**src/rtl/boot_copy_ctrl.sv**
```systemverilog
// Boot sequencer: copies the boot ROM image into instruction RAM over a
// req/gnt bus, then releases core fetch; a grant timeout parks it in ERR.
module boot_copy_ctrl #(
    parameter int unsigned ROM_WORDS      = 58,
    parameter int unsigned DATA_WIDTH     = 32,
    parameter int unsigned ROM_ADDR_WIDTH = 10,
    parameter int unsigned RAM_ADDR_WIDTH = 32,
    parameter logic [RAM_ADDR_WIDTH-1:0] RAM_BASE = '0,
    parameter int unsigned TIMEOUT_CYCLES = 1024
) (
    input  logic                      clk_i,
    input  logic                      rst_n_i,
    output logic                      rom_en_o,
    output logic [ROM_ADDR_WIDTH-1:0] rom_addr_o,
    input  logic [DATA_WIDTH-1:0]     rom_rdata_i,
    output logic                      ram_req_o,
    output logic                      ram_we_o,
    output logic [RAM_ADDR_WIDTH-1:0] ram_addr_o,
    output logic [DATA_WIDTH-1:0]     ram_wdata_o,
    output logic [DATA_WIDTH/8-1:0]   ram_be_o,
    input  logic                      ram_gnt_i,
    input  logic                      restart_i,
    output logic                      boot_done_o,
    output logic                      boot_err_o,
    output logic                      fetch_en_o,
    output logic [ROM_ADDR_WIDTH:0]   words_copied_o
);

    localparam int unsigned BPW = DATA_WIDTH / 8;
    localparam int unsigned CW  = (TIMEOUT_CYCLES > 1) ? $clog2(TIMEOUT_CYCLES) : 1;
    localparam logic [CW-1:0] TO_LAST =
        CW'((TIMEOUT_CYCLES == 0) ? 0 : TIMEOUT_CYCLES - 1);

    typedef enum logic [2:0] {
        S_IDLE, S_READ, S_WAIT, S_WRITE, S_DONE, S_ERR
    } state_t;

    state_t                    r_state;
    state_t                    w_next;
    logic [ROM_ADDR_WIDTH-1:0] r_idx;
    logic [DATA_WIDTH-1:0]     r_wdata;
    logic [CW-1:0]             r_wait;
    logic [ROM_ADDR_WIDTH:0]   r_copied;
    logic                      w_last;
    logic                      w_expire;
    logic [RAM_ADDR_WIDTH-1:0] w_ram_addr;

    assign w_last   = (r_idx == ROM_ADDR_WIDTH'(ROM_WORDS - 1));
    assign w_expire = (TIMEOUT_CYCLES != 0) && (r_wait == TO_LAST);
    assign w_ram_addr = RAM_BASE
                      + RAM_ADDR_WIDTH'(r_idx) * RAM_ADDR_WIDTH'(BPW);

    always_ff @(posedge clk_i or negedge rst_n_i) begin
        if (!rst_n_i) begin
            r_state <= S_IDLE;
        end else begin
            r_state <= w_next;
        end
    end

    always_comb begin
        w_next         = r_state;
        rom_en_o       = 1'b0;
        rom_addr_o     = '0;
        ram_req_o      = 1'b0;
        ram_we_o       = 1'b0;
        ram_addr_o     = '0;
        ram_wdata_o    = '0;
        ram_be_o       = '0;
        boot_done_o    = 1'b0;
        boot_err_o     = 1'b0;
        fetch_en_o     = 1'b0;
        words_copied_o = r_copied;
        unique case (r_state)
            S_IDLE: w_next = S_READ;
            S_READ: begin
                rom_en_o   = 1'b1;
                rom_addr_o = r_idx;
                w_next     = S_WAIT;
            end
            S_WAIT: w_next = S_WRITE;
            S_WRITE: begin
                ram_req_o   = 1'b1;
                ram_we_o    = 1'b1;
                ram_addr_o  = w_ram_addr;
                ram_wdata_o = r_wdata;
                ram_be_o    = '1;
                // a grant on the expiry cycle still wins over the timeout
                if (ram_gnt_i) begin
                    w_next = w_last ? S_DONE : S_READ;
                end else if (w_expire) begin
                    w_next = S_ERR;
                end
            end
            S_DONE: begin
                boot_done_o = 1'b1;
                fetch_en_o  = 1'b1;
                if (restart_i) w_next = S_READ;
            end
            S_ERR: begin
                boot_err_o = 1'b1;
                if (restart_i) w_next = S_READ;
            end
            default: w_next = S_IDLE;
        endcase
    end

    always_ff @(posedge clk_i or negedge rst_n_i) begin
        if (!rst_n_i) begin
            r_idx    <= '0;
            r_wdata  <= '0;
            r_wait   <= '0;
            r_copied <= '0;
        end else begin
            unique case (r_state)
                S_WAIT: begin
                    r_wdata <= rom_rdata_i;
                    r_wait  <= '0;
                end
                S_WRITE: begin
                    if (ram_gnt_i) begin
                        r_copied <= r_copied + 1'b1;
                        if (!w_last) r_idx <= r_idx + 1'b1;
                    end else begin
                        r_wait <= r_wait + 1'b1;
                    end
                end
                S_DONE, S_ERR: begin
                    if (restart_i) begin
                        r_idx    <= '0;
                        r_copied <= '0;
                    end
                end
                default: ;
            endcase
        end
    end

endmodule

```
**config.mk**
```make
export PLATFORM = sky130hd
export DESIGN_NAME = boot_copy_ctrl
export DESIGN_NICKNAME = d
export VERILOG_FILES = /design/src/rtl/boot_copy_ctrl.sv
export SDC_FILE = /design/constraint.sdc
export NUM_CORES = 1
export LEC_CHECK = 0
export BUFFER_PORTS_ARGS = -buffer_cell sky130_fd_sc_hd__buf_2
export CAP_MARGIN = 30
export CORE_MARGIN = 3
export CORE_UTILIZATION = 35
export DETAILED_ROUTE_END_ITERATION = 16
export GPL_ROUTABILITY_DRIVEN = 0
export PLACE_DENSITY_LB_ADDON = 0.15
export SLEW_MARGIN = 20
export SYNTH_ARGS = -nofsm -noshare
export SYNTH_HDL_FRONTEND = slang
export SYNTH_SLANG_ARGS = --single-unit
```
**constraint.sdc**
```tcl
create_clock -name clk_i -period 4.85 [get_ports clk_i]
set_clock_uncertainty 0.15 [all_clocks]
set_input_delay 0.97 -clock clk_i [delete_from_list [all_inputs] [get_ports clk_i]]
set_output_delay 0.97 -clock clk_i [all_outputs]
set_load 0.02 [all_outputs]
```
# After elaboration in Yosys (flattened, before gate mapping)
# Cells that the tools add are included.
dict set report word_totals {
  in_bits 36
  wordCells 50
  out_inout_bits 95
  ff_bits 66
}
dict set report op_classes {
  reduce_logical 8
  mux 22
  eq_ne 12
  add_sub_neg 3
}
# op count
set op_table {}
lappend op_table {{$mux 10} 5}
lappend op_table {{$pmux 10 s2} 2}
lappend op_table {{$mux 32} 1}
lappend op_table {{$mux 11} 2}
lappend op_table {{$pmux 11 s2} 1}
lappend op_table {{$add 10x1->10 const B} 2}
lappend op_table {{$pmux 3 s5} 1}
lappend op_table {{$mux 12} 1}
lappend op_table {{$mux 3} 4}
lappend op_table {{$add 11x1->11 const B} 1}
lappend op_table {{$eq 10x10->1 const B} 1}
lappend op_table {{$eq 10x6->1 const B} 1}
lappend op_table {{$eq 3x2->1 const B} 2}
lappend op_table {{$eq 3x3->1 const B} 2}
lappend op_table {{$ne 2x2->1 const B} 3}
lappend op_table {{$mux 1} 4}
lappend op_table {{$mux 4} 1}
lappend op_table {{$reduce_and 2->1} 2}
lappend op_table {{$reduce_and 4->1} 1}
lappend op_table {{$reduce_bool 2->1} 2}
lappend op_table {{$eq 3x1->1 const B} 1}
lappend op_table {{$logic_not 3->1} 1}
lappend op_table {{$ne 3x3->1 const B} 1}
lappend op_table {{$reduce_and 3->1} 1}
lappend op_table {{2 further kinds} 2}

# Depth between registers and ports, before layout
# Gate-level depths: netlist of run 1.
dict set report depth {
  word_depth 4
  depth_mapped 6
  mapped_depth_nobuf 6
}

# Least setup slack after synthesis of run 1
# No wires, ideal clock.
dict set report synth_path {
  path_kind {register to output}
  from {register r_state[2]}
  to {output ram_addr_o[10]}
  path_buffers 2
  stages_incl_launch_ff 6
  required_time_ps 3730
  slack_ps 2110
  t_arrival_ps 1620
  cell_sequence {dfrtp_1 > clkbuf_8 > nand3b_1 > inv_1 > clkbuf_1 > and2_1}
}
dict set report synth_between {
  elab_chain_len 2
}
# element line_no
set synth_lines {}
lappend synth_lines {{from (decl)} 38} ;# state_t r_state;
lappend synth_lines {{from (signal assigned)} 57} ;# r_state <= w_next;
lappend synth_lines {{$eq 3x2->1} 74} ;# unique case (r_state)
lappend synth_lines {{$mux 12} 74}
lappend synth_lines {{to (decl)} 18} ;# output logic [RAM_ADDR_WIDTH-1:0] ram_addr_o,
# Every way passes these cells.

# Worst setup path after layout of run 1
dict set report layout_path {
  from {register r_state[0]}
  to {output ram_wdata_o[9]}
}
dict set report layout_between {
  elab_chain_len 2
}
# element line_no
set layout_lines {}
lappend layout_lines {{$eq 3x2->1} 74}
lappend layout_lines {{$mux 32} 74}
lappend layout_lines {{to (decl)} 19} ;# output logic [DATA_WIDTH-1:0] ram_wdata_o,
# Every way passes these cells.

==> impl_metrics.tcl, run 1 <==
set metrics [dict create \
    via_count 2728 \
    cts_sinks 66 \
    status "completed" \
    reg2reg_slack_ns 2.49 \
    crit_fanout 31 \
    pre_cts_slack_ns 1.94 \
    p_sw_mw 1.08 \
    ys_seq_elements 66 \
    antenna_found_initial 0 \
    syn2layout_area_growth_pct 21.9 \
    clock_latency_ns 0.33 \
    fin_cells 582 \
    grt_max_degree 32 \
    holdCritPathClass "flop to flop" \
    rsz0062_at_grt "no" \
    cts_buffer_depth 2 \
    leakagePower_nw 2.14 \
    relSlewSlack 0.454 \
    tns_ns 0 \
    reg2reg_depth 4 \
    io_buffer_count 108 \
    arrival_ns 2.09 \
    grt_pass1_vias 2706 \
    overflow 0 \
    drt_iter0_drc 116 \
    synth_edf_count 0 \
    syn_area_per_cell_um2 10.4 \
    internal_power_mw 1.57 \
    hp-start "r_wdata[5]$_DFFE_PN0P_" \
    synthesis.area_um2 3600 \
    path_clk_slew_ns 0.08 \
    synth_area_leader_cell "dfrtp_1" \
    ys_types 51 \
    power.total_mw 2.65 \
    postLayoutCellArea_um2 4390 \
    min_period_over_period 0.663 \
    synth_top_area_frac 0.458 \
    cts_resized 0 \
    crit_type "flop to primary output" \
    placed_cell_area_um2 4160 \
    tritoncts "built" \
    worst_setup_path_end_kind "primary output" \
    timing.rr.start "r_state[1]$_DFFE_PN0P_" \
    htree_levels 3 \
    vias_per_cell 4.69 \
    worst_pin_slew_ns 0.818 \
    multi_input_area_um2 1710 \
    dp_cells 566 \
    cts_root_buf "clkbuf_8" \
    sequentialPowerShare 0.344 \
    dpl.hpwl_um 5910 \
    timing.hold.ws_ns 0.344 \
    setup_ws_ns 1.64 \
    holdBufCountCts 0 \
    crit_required_ns 3.73 \
    dieArea_um2 11500 \
    start_kind "flop" \
    ys_warn_count 0 \
    yosysSeqAreaShare 0.458 \
    groute.usage.overall 0.143 \
    whs_endpoint "r_wdata[5]$_DFFE_PN0P_" \
    max_freq_ghz 0.311 \
    final_antenna_net_count 0 \
    hold_violations 0 \
    fin_crit_ns 3.21 \
    final-seq-area_um2 1650 \
    post_cts_buffers 0 \
    comb_power_share 0.459 \
    num-fill-cells 1013 \
    drcViolationCount 0 \
    core_um2 9910 \
    drive_above_1_share 0.376 \
    drv_cap 0 \
    wl_um 7920 \
    synth_cells 345 \
    clkPwrFrac 0.197 \
    finalSetupViolCount 0 \
    hold-path-cell-count 1 \
    vdd_drop_max_v 0.000283 \
    finalMaxSlewViolations 0 \
    synthArstFlopShare 1.00 \
    p_per_area_nw_per_um2 605 \
    r2r-end "words_copied_o[6]$_DFFE_PN0P_" \
    row_count 36 \
    die_x_um 107 \
    initial_core_util 0.364 \
    boundaryPins 131 \
    fin_util 0.443 \
    grt_pass1_wl_um 13200 \
    synthTopCellsByArea "dfrtp_1 (46%), mux2_2 (9.7%), and2_1 (8.7%)" \
    layout.nets 484 \
    p_sw_frac 0.408 \
    antenna_cells 0 \
    cts_buffers 9 \
    wl_per_cell_um 13.6 \
    firstDrtPassIters 4 \
    yosys_most_used_dff "dfrtp_1" \
    die_h_um 107 \
]
-- cell families after synthesis --
logic type,Yosys count,synth area share
multiplexers,33,0.103
AO/OA/AOI/OAI,37,0.0663
adder cells (fa/ha/maj),4,0.0139
flip-flops,66,0.458
buffers and inverters,49,0.0896
other,1,0.00104
XOR/XNOR,18,0.0438
AND/OR/NAND/NOR,137,0.224
-- worst max path at each step --
| stage | slack (ns) | end | startpoint | cells after the start |
|---|---|---|---|---|
| floorplan | 2.11 | ram_addr_o[10] | r_state[2]$_DFFE_PN0P_ | 5 |
| global placement | 1.69 | ram_addr_o[9] | r_state[0]$_DFFE_PN0P_ | 4 |
| detailed placement | 1.94 | words_copied_o[6]$_DFFE_PN0P_ | restart_i | 5 |
| CTS | 1.59 | ram_wdata_o[9] | r_state[0]$_DFFE_PN0P_ | 5 |
| global route | 1.41 | ram_wdata_o[21] | r_state[0]$_DFFE_PN0P_ | 5 |
| finish | 1.64 | ram_wdata_o[9] | r_state[0]$_DFFE_PN0P_ | 5 |
-- critical path, stage by stage, from the launching register on --
cell and delay (ns):
dfrtp_1 0.60, nand3b_1 0.22, inv_1 0.42, buf_16 0.21
and2_1 0.14, buf_2 0.16
-- synthesized netlist by cell type (3+ instances only) --
cell type / n
a211oi_1: 3
a21oi_1: 5
and2_1: 50
buf_2: 7
buf_4: 30
clkbuf_1: 5
dfrtp_1: 66
ha_1: 4
inv_1: 4
mux2_2: 31
nand2_1: 12
nand2b_1: 4
nand3_1: 8
nand3b_1: 4
nand4_1: 4
nor2_1: 29
nor3_1: 5
o211ai_1: 5
o21ai_0: 13
or3_1: 4
xnor2_1: 10
xor2_1: 8
-- per-layer routing --
metal | share of wire | vias up | wire length (um) | track usage
met5 | 0 | - | 0 | 0
met3 | 0.047 | 2 | 376 | 0.0360
met1 | 0.43 | 1328 | 3400 | 0.180
li1 | - | 1332 | - | -
met4 | 0.0057 | 0 | 45 | 0.0352
met2 | 0.52 | 66 | 4100 | 0.246
-- state kept, by name, indices dropped and copies added (netlist names) --
signal	count
r_idx	10
r_wait	10
r_wdata	32
words_copied_o	11
r_state	3
-- power groups by stage --
stage | logic, mW | clock network, mW | registers, mW
floorplan | 0.932 | 0 | 0.875
global placement | 1.18 | 0 | 0.921
detailed placement | 1.24 | 0 | 0.927
CTS | 1.24 | 0.539 | 0.917
global route | 1.35 | 0.569 | 0.950
finish | 1.22 | 0.522 | 0.914
-- cell type report --
class,instances,area share
multi-input cells,251,0.390
flip-flops and latches,66,0.376
repair buffers,112,0.140
well taps,133,0.0379
clock buffers,10,0.0313
clock inverters,6,0.0205
inverters,4,0.00342
-- placed cells by master (no fill, tap or decap), types with 3 or more instances in the layout --
master,netlist,routed
nand3_1,8,8
or3_1,4,4
ha_1,4,4
buf_2,7,108
xnor2_1,10,10
a211oi_1,3,3
nand2b_1,4,4
nor2_1,29,28
a21oi_1,5,5
xor2_1,8,8
nand4_1,4,4
and2_1,50,50
conb_1,1,22
o211ai_1,5,5
inv_1,4,4
dfrtp_1,66,66
o21ai_0,13,13
nand3b_1,4,4
nor3_1,5,5
nand2_1,12,12
clkbuf_8,1,10
mux2_2,31,31
Note: power is estimated with default switching activity, not from simulation.
==> run 2: changes to the inputs <==
--- a/config.mk
+++ b/config.mk
@@ -5,6 +5,7 @@
 export SDC_FILE = /design/constraint.sdc
 export NUM_CORES = 1
 export LEC_CHECK = 0
+export ABC_AREA = 1
 export BUFFER_PORTS_ARGS = -buffer_cell sky130_fd_sc_hd__buf_2
 export CAP_MARGIN = 30
 export CORE_MARGIN = 3
==> constraint.sdc (replaced) <==
create_clock -name clk_i -period 3.2 [get_ports clk_i]
set_clock_uncertainty 0.15 [all_clocks]
set_input_delay 0.64 -clock clk_i [delete_from_list [all_inputs] [get_ports clk_i]]
set_output_delay 0.64 -clock clk_i [all_outputs]
set_load 0.02 [all_outputs]
==> run 2 against run 1 <==
  * Worst hold slack worse by 0.16 ns
  * Routed wire length is 12% higher
  * Cell area is 3.4% higher
  * Clock-buffer cell count is 1 lower
  * Flip-flop and latch count stayed put
  * Sequential share of layout area is 1.3 points lower
  * First-iteration DRC count is 22% higher
  * Core utilization is 0.70 points lower
  * Register-to-register slack worse by 1.6 ns
  * Synthesized cell count is 50% higher
  * Non-clock buffer count is 2 lower
  * Critical path type unchanged
  * Highest routed layer unchanged
==> impl_metrics.tcl, run 2 <==
set metrics [dict create \
    status "completed" \
    crit_fanout 45 \
    synth_fa_ha_area_frac 0.0132 \
    cts_root_buf "clkbuf_8" \
    grt_use_met1 0.193 \
    final_common_cell "nand2_1" \
    internal_power_mw 2.08 \
    row_count 37 \
    drive_above_1_share 0.239 \
    drcViolationCount 0 \
    dpl.hpwl_um 6610 \
    clkPwrFrac 0.197 \
    grt_pass1_wl_um 14200 \
    firstDrtPassIters 5 \
    worst_setup_path_end_kind "primary output" \
    start_kind "flop" \
    synthArstFlopShare 1.00 \
    cts_buffers 9 \
    fin_crit_ns 2.69 \
    finalSetupViolCount 0 \
    synth_cells 516 \
    synth_xor_area_frac 0.00925 \
    synthesis.area_um2 3790 \
    path_clk_slew_ns 0.08 \
    grt_busiest_layer "met2" \
    holdCritPathClass "input pin to async pin" \
    comb_power_share 0.466 \
    final_cell_mix "nand2_1 (111), buf_2 (108), nor2_1 (82)" \
    postLayoutCellArea_um2 4540 \
    leakagePower_nw 2.45 \
    dieArea_um2 12100 \
    wl_per_cell_um 11.7 \
    syn2layout_area_growth_pct 20.0 \
    io_buffer_count 108 \
    final-seq-area_um2 1650 \
    finalMaxSlewViolations 0 \
    synth_edf_count 0 \
    use_met2 0.249 \
    synth-compound-area-share 0.102 \
    hold_violations 0 \
    cts_buffer_depth 2 \
    yosysSeqAreaShare 0.436 \
    groute.usage.overall 0.150 \
    antenna_found_initial 0 \
    tns_ns 0 \
    ys_types 33 \
    overflow 0 \
    tritoncts "built" \
    synth_top_family_by_area "simple AND/OR/NAND/NOR gates" \
    drv_cap 0 \
    min_period_over_period 0.839 \
    multi_input_area_um2 1650 \
    htree_levels 3 \
    post_cts_buffers 0 \
    placed_cell_area_um2 4320 \
    p_sw_frac 0.466 \
    yosysMostFrequentCell "nand2_1" \
    synth_mux_area_frac 0 \
    wl_um 8860 \
    rsz0062_at_grt "no" \
    synth_top_area_frac 0.436 \
    crit_type "flop to primary output" \
    synth-simple-area-share 0.288 \
    antenna_cells 0 \
    vias_per_cell 4.50 \
    grt_max_degree 66 \
    initial_core_util 0.363 \
    yosys-top-cells-count "nand2_1 (111), nor2_1 (82), inv_1 (73)" \
    clock_latency_ns 0.33 \
    vdd_drop_max_v 0.000363 \
    p_sw_mw 1.81 \
    ys_warn_count 0 \
    yosys_most_used_dff "dfrtp_1" \
    p_per_area_nw_per_um2 856 \
    top_register "r_wdata" \
    die_x_um 110 \
    syn_area_per_cell_um2 7.34 \
    crit_required_ns 2.41 \
    grt_use_met3 0.0280 \
    drt_iter0_drc 142 \
    relSlewSlack 0.479 \
    die_h_um 110 \
    holdBufCountCts 0 \
    worst_pin_slew_ns 0.780 \
    final_antenna_net_count 0 \
    grt_pass1_vias 3120 \
    cts_resized 0 \
    largest_reg_flops 32 \
    num-fill-cells 1092 \
    synthTopCellsByArea "dfrtp_1 (44%), nand2_1 (11%), nor2_1 (8.1%)" \
    max_freq_ghz 0.372 \
    boundaryPins 131 \
    sequentialPowerShare 0.338 \
    arrival_ns 1.90 \
    via_count 3399 \
    layout.nets 655 \
    ys_seq_elements 66 \
    cts_sinks 66 \
    core_um2 10400 \
    synth_area_leader_cell "dfrtp_1" \
]
## run 2: cell types whose count changed in the layout (fill, tap and decap cells not counted), sizes merged, moves of 4 or more
cell    delta
or3        -4
xnor2      -8
nor2      +55
o211ai     -5
xor2       -6
inv       +72
mux2      -32
o21ai     +40
nand3b     -4
and2      -52
nand2    +107
nand4      +5
nand2b     -4
nand3     +27
## run 2: cell families after synthesis
group,count (synthesis)
adder cells (fa/ha/maj),4
AO/OA/AOI/OAI,69
buffers and inverters,119
XOR/XNOR,4
other,1
flip-flops,66
AND/OR/NAND/NOR,253
## run 2: worst paths after layout
path,to,startpoint,slack (ns),cells past startpoint
setup / recovery,ram_wdata_o[18],r_state[1]$_DFFE_PN0P_,0.51,5
hold / removal,r_idx[7]$_DFFE_PN0P_,rst_n_i,0.19,1
setup reg to reg,r_idx[4]$_DFFE_PN0P_,r_state[1]$_DFFE_PN0P_,0.86,10
hold reg to reg,r_wait[1]$_DFFE_PN0P_,r_wait[1]$_DFFE_PN0P_,0.38,2
max in group asynchronous,r_wait[5]$_DFFE_PN0P_,rst_n_i,2.06,2
min in group clk_i,r_wdata[8]$_DFFE_PN0P_,rom_rdata_i[8],0.36,3
## run 2: worst max-delay path, stage by stage, from the launching register on
cell     delay (ns)
dfrtp_1        0.45
nand2_2        0.15
nor2_8         0.07
inv_2          0.59
nor2_1         0.11
buf_2          0.19
## run 2: power groups by stage
stage | registers (mW) | logic [mW] | clock network [mW]
after global routing | 1.35 | 2.06 | 0.829
after floorplan | 1.32 | 1.39 | 0
after CTS | 1.31 | 1.85 | 0.797
after global placement | 1.32 | 1.81 | 0
final | 1.31 | 1.81 | 0.764
after detailed placement | 1.33 | 1.85 | 0
## run 2: cell type report
cell class,instances,share of cell area
clock buffers,9,0.0273
clock inverters,7,0.0207
inverters,76,0.0634
multi-input cells,352,0.363
flip-flops and latches,66,0.364
well taps,136,0.0375
repair buffers,110,0.125
## run 2: routing by layer
metal | routed length (um) | part of all wire
met4 | 109 | 0.012
met2 | 4300 | 0.49
met1 | 4000 | 0.45
met3 | 446 | 0.050
met5 | 0 | 0
## run 2: stage by stage
stage	hold slack, ns	instances	setup slack [ns]	util	total power [mW]
after floorplan	0.194	537	0.842	-	2.72
after global placement	0.352	740	0.904	0.415	3.13
after detailed placement	0.364	740	0.847	0.415	3.17
after CTS	0.203	756	0.462	0.436	3.96
after global routing	0.238	756	0.322	0.436	4.24
final	0.186	756	0.514	0.436	3.89
==> run 3: changes to the inputs <==
==> constraint.sdc (replaced) <==
create_clock -name clk_i -period 2.2 [get_ports clk_i]
set_clock_uncertainty 0.15 [all_clocks]
set_input_delay 0.44 -clock clk_i [delete_from_list [all_inputs] [get_ports clk_i]]
set_output_delay 0.44 -clock clk_i [all_outputs]
set_load 0.02 [all_outputs]
==> run 3 against run 2 <==
  * Non-clock buffer count up 8
  * First-iteration DRC count down 3.5%
  * Setup slack worse by 0.43 ns
  * Cell count up 1.1%
  * Largest power group unchanged
  * Highest routed layer unchanged
==> impl_metrics.tcl, run 3 (synthesized netlist as in run 2, its figures left out) <==
set metrics [dict create \
    status "completed" \
    path_clk_slew_ns 0.08 \
    clock_latency_ns 0.34 \
    fin_util 0.451 \
    pre_cts_slack_ns 0.234 \
    leakagePower_nw 2.51 \
    die_x_um 110 \
    boundaryPins 131 \
    htree_levels 3 \
    initial_core_util 0.363 \
    dpl.hpwl_um 6380 \
    row_count 37 \
    drv_cap 0 \
    cts_root_buf "clkbuf_8" \
    drcViolationCount 0 \
    io_buffer_count 108 \
    rsz0062_at_grt "yes" \
    grt_use_met3 0.0250 \
    power.total_mw 6.04 \
    layout.nets 663 \
    grt_pass1_vias 3125 \
    final_cell_mix "nand2_1 (111), buf_2 (99), nor2_1 (80)" \
    grt_pass1_wl_um 14400 \
    hold_violations 0 \
    setup_ws_ns 0.0829 \
    antenna_found_initial 0 \
    antenna_cells 0 \
    tritoncts "built" \
    min_period_over_period 0.962 \
    timing.rr.start "r_idx[1]$_DFFE_PN0P_" \
    overflow 0 \
    r2r-end "r_idx[4]$_DFFE_PN0P_" \
    max_freq_ghz 0.472 \
    top_register "r_wdata" \
    crit_type "flop to primary output" \
    grt_max_degree 67 \
    cts_sinks 66 \
    num-fill-cells 1068 \
    finalMaxSlewViolations 0 \
    cts_buffers 9 \
    final_antenna_net_count 0 \
    final_common_cell "nand2_1" \
    wl_um 8760 \
    dp_cells 743 \
    arrival_ns 1.53 \
    use_met2 0.253 \
    grt_use_met1 0.192 \
    reg2reg_slack_ns 0.28 \
    fin_crit_ns 2.12 \
    syn2layout_area_growth_pct 24.0 \
    dieArea_um2 12100 \
    largest_reg_flops 32 \
    hp-start "rom_rdata_i[6]" \
    vias_per_cell 4.45 \
    crit_fanout 23 \
    reg2reg_depth 11 \
    holdCritPathClass "input pin to flop" \
    finalSetupViolCount 0 \
    fin_cells 764 \
    grt_busiest_layer "met2" \
    cts_buffer_depth 2 \
    start_kind "flop" \
    drt_iter0_drc 137 \
    p_per_area_nw_per_um2 1290 \
    timing.hold.ws_ns 0.154 \
    drive_above_1_share 0.255 \
    hold-path-cell-count 3 \
    whs_endpoint "r_wdata[6]$_DFFE_PN0P_" \
    via_count 3400 \
    worst_setup_path_end_kind "primary output" \
    die_h_um 110 \
    core_um2 10400 \
    vdd_drop_max_v 0.000553 \
    firstDrtPassIters 4 \
    crit_required_ns 1.61 \
    groute.usage.overall 0.149 \
    wl_per_cell_um 11.5 \
]
==> run 3: cell types whose count changed in the layout (fill, tap and decap cells not counted), sizes merged <==
cell | before | now
inv | 76 | 78
buf | 110 | 117
clkinv | 3 | 1
bufinv | 2 | 3
dlygate4sd3 | 0 | 1
clkinvlp | 2 | 1
==> run 3: worst max-delay path, cell delays in order, from the launching register on <==
cell and delay [ns]:
dfrtp_1 0.40, nand2_2 0.10, nor2_8 0.13, inv_2 0.06, buf_4 0.20, nor2_1 0.11, buf_2 0.17
==> run 3: per-stage QoR <==
stage	TNS, ns	cell area [um^2]
global route	-0.0731	4690
detailed placement	0	4360
CTS	0	4630
global placement	0	4360
finish	0	4690
floorplan	0	3860
==> run 3: what timing repair did <==
| item | in CTS | in global routing |
|---|---|---|
| hold buffers | 1 | 0 |
| gates resized for setup | 2 | 14 |
| endpoints found under the hold margin | 65 | 0 |
| pin swaps | 1 | 0 |
| setup endpoints to repair | 53 | 55 |
| setup buffers | 1 | 3 |
==> run 3: per-layer routing <==
layer | share of wire | vias to the layer above | wire (um)
met2 | 0.48 | 90 | 4180
li1 | - | 1763 | -
met5 | 0 | - | 0
met4 | 0.017 | 0 | 146
met3 | 0.056 | 12 | 491
met1 | 0.45 | 1535 | 3940
==> run 3: how the worst max path moves through the flow <==
stage                                       from               to  slack [ns]
after floorplan           r_state[2]$_DFFE_PN0P_       fetch_en_o        0.04
after global placement    r_state[1]$_DFFE_PN0P_  ram_wdata_o[23]        0.28
after detailed placement  r_state[2]$_DFFE_PN0P_    rom_addr_o[0]        0.23
after CTS                 r_state[0]$_DFFE_PN0P_  ram_wdata_o[23]        0.01
after global routing      r_state[1]$_DFFE_PN0P_      boot_done_o       -0.03
final                     r_state[0]$_DFFE_PN0P_  ram_wdata_o[11]        0.08
==> run 3: layout make-up <==
type,count,area (um^2),share of cell area
Clock buffer,9,124,0.0264
Clock inverter,7,124,0.0264
Inverter,76,288,0.0613
Multi-Input combinational cell,352,1660,0.355
Sequential cell,66,1650,0.352
Tap cell,136,170,0.0363
Timing Repair Buffer,118,669,0.143
==> run 3: power by group <==
part           switching, mW  total, mW  internal, mW
combinational           1.95       2.87         0.913
sequential             0.269       1.90          1.63
clock                  0.506       1.27         0.763
total                   2.73       6.04          3.31
